[src/rtl/clk_period_monitor.sv]
// clk_period_monitor
// Measures the period of an asynchronous clock (mon_clk) in units of the local clk,
// tracks lock status against a programmable [min_period, max_period] window and flags
// out-of-range and stopped-clock conditions with sticky error bits.
// Optional feature macro: CLK_PERIOD_MONITOR_DUTY_EN builds the high-time counter.
// Without it, high_time is tied to zero.
module clk_period_monitor #(
   parameter int CNT_W       = 16,
   parameter int SYNC_STAGES = 2,
   parameter int LOCK_COUNT  = 4,
   parameter int TIMEOUT     = 1000
) (
   input  logic             clk,
   input  logic             rst_n,
   input  logic             mon_clk,
   input  logic             enable,
   input  logic [CNT_W-1:0] min_period,
   input  logic [CNT_W-1:0] max_period,
   input  logic             clear_err,
   output logic [CNT_W-1:0] period,
   output logic             period_vld,
   output logic [CNT_W-1:0] high_time,
   output logic             locked,
   output logic             err_range,
   output logic             err_stopped,
   output logic [31:0]      edge_count
);

   localparam int               LOCK_W     = $clog2(LOCK_COUNT + 1);
   localparam logic [LOCK_W-1:0] LOCK_MAX  = LOCK_W'(LOCK_COUNT);
   localparam logic [CNT_W-1:0] TIMEOUT_V  = CNT_W'(TIMEOUT);
   // cnt is about to reach TIMEOUT on this edge
   localparam logic [CNT_W-1:0] TIMEOUT_M1 = CNT_W'(TIMEOUT - 1);

   typedef enum logic [1:0] {
      IDLE    = 2'd0,
      ARM     = 2'd1,
      MEASURE = 2'd2,
      STOPPED = 2'd3
   } state_t;

   state_t                  state;
   state_t                  state_next;
   logic [SYNC_STAGES-1:0]  sync_ff;
   logic                    delay;
   logic                    sync;
   logic                    rise;
   logic [CNT_W-1:0]        cnt;
   logic [CNT_W-1:0]        period_calc;
   logic [LOCK_W-1:0]       lock_cnt;
   logic [LOCK_W-1:0]       lock_inc;
   logic                    in_range;
   logic                    timeout_reach;
   logic                    report;
   logic                    stop_event;
   logic                    range_set;
   logic                    stopped_set;

   assign sync          = sync_ff[SYNC_STAGES-1];
   assign rise          = sync & ~delay;
   assign period_calc   = cnt + CNT_W'(1);
   // Inclusive window; min_period > max_period makes every period fail.
   assign in_range      = (period_calc >= min_period) && (period_calc <= max_period);
   // A rise on the same edge as the timeout takes priority over the timeout.
   assign timeout_reach = (cnt == TIMEOUT_M1);
   assign report        = enable && (state == MEASURE) && rise;
   assign stop_event    = enable && ((state == ARM) || (state == MEASURE)) && !rise && timeout_reach;
   assign range_set     = report && !in_range;
   assign stopped_set   = stop_event || (enable && (state == STOPPED));
   assign lock_inc      = (lock_cnt == LOCK_MAX) ? LOCK_MAX : lock_cnt + LOCK_W'(1);

   // Synchronize mon_clk into clk domain and keep one delayed copy for edge detection.
   // NOTE: sequential state uses non-blocking assignments so every flop samples pre-edge values.
   always_ff @(posedge clk or negedge rst_n) begin
      if (!rst_n) begin
         sync_ff <= '0;
         delay   <= 1'b0;
      end else begin
         sync_ff <= {sync_ff[SYNC_STAGES-2:0], mon_clk};
         delay   <= sync;
      end
   end

   // State register.
   always_ff @(posedge clk or negedge rst_n) begin
      if (!rst_n) state <= IDLE;
      else        state <= state_next;
   end

   // Next-state logic; enable low forces a return to IDLE from any state.
   // NOTE: state_next is defaulted first so no path through this block infers a latch.
   always_comb begin
      state_next = state;
      if (!enable) begin
         state_next = IDLE;
      end else begin
         case (state)
            IDLE:    state_next = ARM;
            ARM: begin
               if (rise)               state_next = MEASURE;
               else if (timeout_reach) state_next = STOPPED;
            end
            MEASURE: if (!rise && timeout_reach) state_next = STOPPED;
            STOPPED: if (rise) state_next = MEASURE;
            default: state_next = IDLE;
         endcase
      end
   end

   // Cycles since the last rise, saturating at TIMEOUT; held at zero while idle.
   always_ff @(posedge clk or negedge rst_n) begin
      if (!rst_n) begin
         cnt <= '0;
      end else if (!enable || (state == IDLE)) begin
         cnt <= '0;
      end else if (rise) begin
         cnt <= '0;
      end else if (cnt != TIMEOUT_V) begin
         cnt <= cnt + CNT_W'(1);
      end
   end

   // Period report and edge counter; edge_count restarts when leaving IDLE.
   always_ff @(posedge clk or negedge rst_n) begin
      if (!rst_n) begin
         period     <= '0;
         period_vld <= 1'b0;
         edge_count <= '0;
      end else begin
         period_vld <= report;
         if (report) begin
            period     <= period_calc;
            edge_count <= edge_count + 32'd1;
         end else if (enable && (state == IDLE)) begin
            edge_count <= '0;
         end
      end
   end

   // Lock tracking: consecutive in-range periods while measuring.
   always_ff @(posedge clk or negedge rst_n) begin
      if (!rst_n) begin
         lock_cnt <= '0;
         locked   <= 1'b0;
      end else if (!enable || (state != MEASURE) || stop_event) begin
         lock_cnt <= '0;
         locked   <= 1'b0;
      end else if (report) begin
         if (in_range) begin
            lock_cnt <= lock_inc;
            locked   <= (lock_inc == LOCK_MAX);
         end else begin
            lock_cnt <= '0;
            locked   <= 1'b0;
         end
      end
   end

   // Sticky errors; a new error on the same edge as clear_err wins.
   always_ff @(posedge clk or negedge rst_n) begin
      if (!rst_n) begin
         err_range   <= 1'b0;
         err_stopped <= 1'b0;
      end else begin
         if (range_set)      err_range <= 1'b1;
         else if (clear_err) err_range <= 1'b0;
         if (stopped_set)      err_stopped <= 1'b1;
         else if (clear_err)   err_stopped <= 1'b0;
      end
   end

`ifdef CLK_PERIOD_MONITOR_DUTY_EN
   logic [CNT_W-1:0] hcnt;

   // High-time counter; the rise cycle itself is high, so it is added at report time.
   always_ff @(posedge clk or negedge rst_n) begin
      if (!rst_n) begin
         hcnt      <= '0;
         high_time <= '0;
      end else begin
         if (report) high_time <= hcnt + CNT_W'(1);
         if (rise)                   hcnt <= '0;
         else if (sync && (hcnt != '1)) hcnt <= hcnt + CNT_W'(1);
      end
   end
`else
   assign high_time = '0;
`endif

endmodule

[config.mk]
export PLATFORM = sky130hd
export DESIGN_NAME = clk_period_monitor
export DESIGN_NICKNAME = d
export VERILOG_FILES = /design/src/rtl/clk_period_monitor.sv
export SDC_FILE = /design/constraint.sdc
export NUM_CORES = 1
export LEC_CHECK = 0
export BUFFER_PORTS_ARGS = -buffer_cell sky130_fd_sc_hd__buf_2
export CAP_MARGIN = 10
export CORE_MARGIN = 2
export CORE_UTILIZATION = 35
export DETAILED_ROUTE_END_ITERATION = 16
export GPL_TIMING_DRIVEN = 0
export SLEW_MARGIN = 10
export SYNTH_ARGS = -nofsm -noshare
export SYNTH_HDL_FRONTEND = slang
export SYNTH_SLANG_ARGS = --single-unit
[constraint.sdc]
create_clock -name clk -period 2.91 [get_ports clk]
set_input_delay 0.291 -clock clk [delete_from_list [all_inputs] [get_ports clk]]
set_output_delay 0.291 -clock clk [all_outputs]
set_load 0.05 [all_outputs]
==> impl_metrics.yaml <==
sta:
  worstMarginPinSlew_ps: 779
  setup_ws_ps: -25.7
  fmax_mhz: 341
  slew_headroom_pct: 47.6
  rsz0062_at_grt: "yes"
  finalCritPeriodShare_pct: 101
  tns_ps: -25.7
  hold_violations: 0
  finalSetupViolations: 1
  fin_crit_ps: 2940
  worst_clock_skew_ps: 4.99
  finalMaxSlewViolations: 0
route:
  viasPerCell: 4.93
  drt-initial-drc-count: 247
  wl_per_cell_um: 13.8
  dr.pass1.iters: 4
  routed_wl_mm: 11.1
  num_vias: 3973
  drc_errors: 0
  antenna_left: 0
worst_setup_path:
  crit_fanout: 5
  crit_end: "err_range"
  crit_start: "cnt[2]"
  r2r-end: "err_range"
  regToRegSetupSlack_ps: -30
  r2r-start: "cnt[2]"
  critPathRequiredTime_ps: 3140
  worstSetupEndpointType: "flop"
  worstSetupPathType: "reg2reg"
  cp.arrival_ps: 3160
  startpoint_type: "flop"
  r2r_cells: 12
die:
  row_count: 41
  core_sq_um: 12600
  initial_utilization_pct: 35.8
  num_io_pins: 105
  dieWidth_um: 117
  die_h_um: 117
  dieArea_sq_um: 13800
power_and_ir_drop:
  leakage_nw: 3.10
  seq_power_share_pct: 41.1
  p_sw_uw: 862
  p_total_mw: 2.77
  p_sw_share_pct: 31.1
  ir_worst_vdd_uv: 305
  p_int_mw: 1.91
  power_density_nw_per_um2: 467
  clkPwrFrac_pct: 37.1
  power_frac_comb_pct: 21.9
layout:
  area_growth_pct: 32.0
  final_layout_size_suffix_gt1_share_pct: 30.0
  nets: 708
  antenna_cells: 0
  final_util_pct: 47.2
yosys:
  synthArstFlopShare_pct: 100
  syn_inst: 494
  synth_top_area_share_pct: 42.3
  ys_types: 48
  yosysMostFrequentCell: "dfrtp_1"
  yosysSeqAreaShare_pct: 42.3
  yosysWarningCount: 0
  synthTopCellsByArea: "dfrtp_1 (42%), ha_1 (11%), o21ai_0 (5.3%)"
  synth_seq_cells: 76
  synth_ff_type: "dfrtp_1"
  avgSynthCellArea_sq_um: 9.11
  synthesis.area_sq_um: 4500
  netlist.top_cell.by_area: "dfrtp_1"
  synthTopCellsByCount: "dfrtp_1 (76), nand2_1 (60), inv_1 (59)"
  synth_edf_count: 0
clock_tree:
  cts_made_buffers: 9
  clk_path_buf_depth: 2
  clock_latency_ps: 340
  cts-root-buf: "clkbuf_16"
  cts.sinks: 76
  htreeDepth: 3
  clk_pin_slew_ps: 60
  tritoncts: "yes"
placed_design:
  place.gp.congestion: 0.799
  hpwl_mm: 8.00
  io_buffers: 87
global_routing:
  grt_max_degree: 58
  grt_pass1_vias: 3805
  grt_pass1_wl_mm: 18.3
  antenna_found_initial: 0
  grt_usage_pct: 16.2
  grt-ovfl-total: 0
outcome:
  violations: "setup timing"
  status: "finished, violations left"
run:
  max_cap_viol_count: 0
hold_path:
  hold_class: "in2reg"
power groups by stage:
stage / clock network [mW] / logic (mW) / registers [mW]
2_1_floorplan: 0 / 0.321 / 1.22
3_3_place_gp: 0 / 0.542 / 1.16
3_5_place_dp: 0 / 0.563 / 1.16
4_1_cts: 1.05 / 0.600 / 1.14
5_1_grt: 1.10 / 0.675 / 1.15
6_report: 1.03 / 0.606 / 1.14
routing by layer:
layer	track usage, %	vias up	part of all wire (%)
met5	0	-	0
met4	6.70	0	2.0
met3	2.87	15	4.2
met2	26.5	109	47
met1	21.3	1884	46
li1	-	1965	-
final cells by class:
type	count	area (sq um)
plain buffers	27	184
fillers	1178	6630
inverters	60	225
clock inverters	2	10.0
well taps	172	215
repair buffers	110	633
clock buffers	13	260
flip-flops and latches	76	1900
multi-input cells	346	2510
cell families after synthesis:
family,count (synthesis),synth area share [%]
other,1,0.0833
buffers and inverters,87,9.09
flip-flops,76,42.3
XOR/XNOR,14,2.73
adder cells (fa/ha/maj),41,11.4
multiplexers,6,1.33
AND/OR/NAND/NOR,167,18.7
AO/OA/AOI/OAI,102,14.4
per-stage QoR:
step	setup WS [ps]	hold slack, ps	area, sq um	cells
floorplan	5.05	-4.59	4560	509
global placement	-560	337	5210	768
detailed placement	-708	199	5240	769
CTS	1.12	58.8	5770	800
global route	-122	68.8	5940	806
finish	-25.7	62.5	5940	806
worst min-delay path by stage:
stage,from,endpoint,slack [ps],cells after the start
final,mon_clk,sync_ff[0],60,1
after global routing,mon_clk,sync_ff[0],70,1
after CTS,mon_clk,sync_ff[0],60,1
after detailed placement,rst_n,period[13],200,1
after global placement,sync_ff[0],sync_ff[1],340,0
after floorplan,rst_n,cnt[0],-5,0
sequential cells by signal, summed over array words and instances, names as in the netlist:
register	cells
period_vld	1
delay	1
err_range	1
cnt	16
state	2
locked	1
err_stopped	1
period	16
edge_count	32
lock_cnt	3
sync_ff	2
cell usage in the layout (no fill, tap or decap), types with 3 or more instances in the layout:
cell type  synthesis  routed
o211ai_2           4       4
a31oi_1            4       4
or4_1              3       3
a21oi_1           18      18
nor2_4             0       3
nand2_1           60      60
o21ai_0           48      45
o31ai_2            4       4
dfrtp_1           76      75
mux2i_1            6       6
nand2b_1           3       3
xnor2_2            0       4
and3_1             7       6
o31ai_1            6       6
buf_4             16      38
inv_1             59      54
ha_4               0       6
nand4_1           17      17
nand3_2            1       3
clkbuf_16          0       9
xor2_1             8       4
buf_6              3       3
ha_1              41      35
buf_2              0      86
nand3_1           31      27
conb_1             1      16
clkbuf_1           7       9
nor2_1            25      22
o211ai_1           9       9
inv_2              0       5
xor2_2             0       3
critical path, stage by stage (launching register included):
cell and delay, ps:
dfrtp_1 370, and3_4 220, and4_4 260, nand3_4 140, nor2_4 190, xnor2_4 150
inv_2 80, ha_4 270, nand4_1 120, or4_1 410, o211ai_1 280, o21ai_4 130
a22o_1 220
timing repair:
action                     in CTS  in global routing
hold buffers                    1                  0
hold endpoints to repair       19                  0
resized for setup              26                 20
setup endpoints to repair       5                  6
setup buffers                  15                  6
pin swaps                      12                 16
Note: power is estimated with default switching activity, not from simulation.
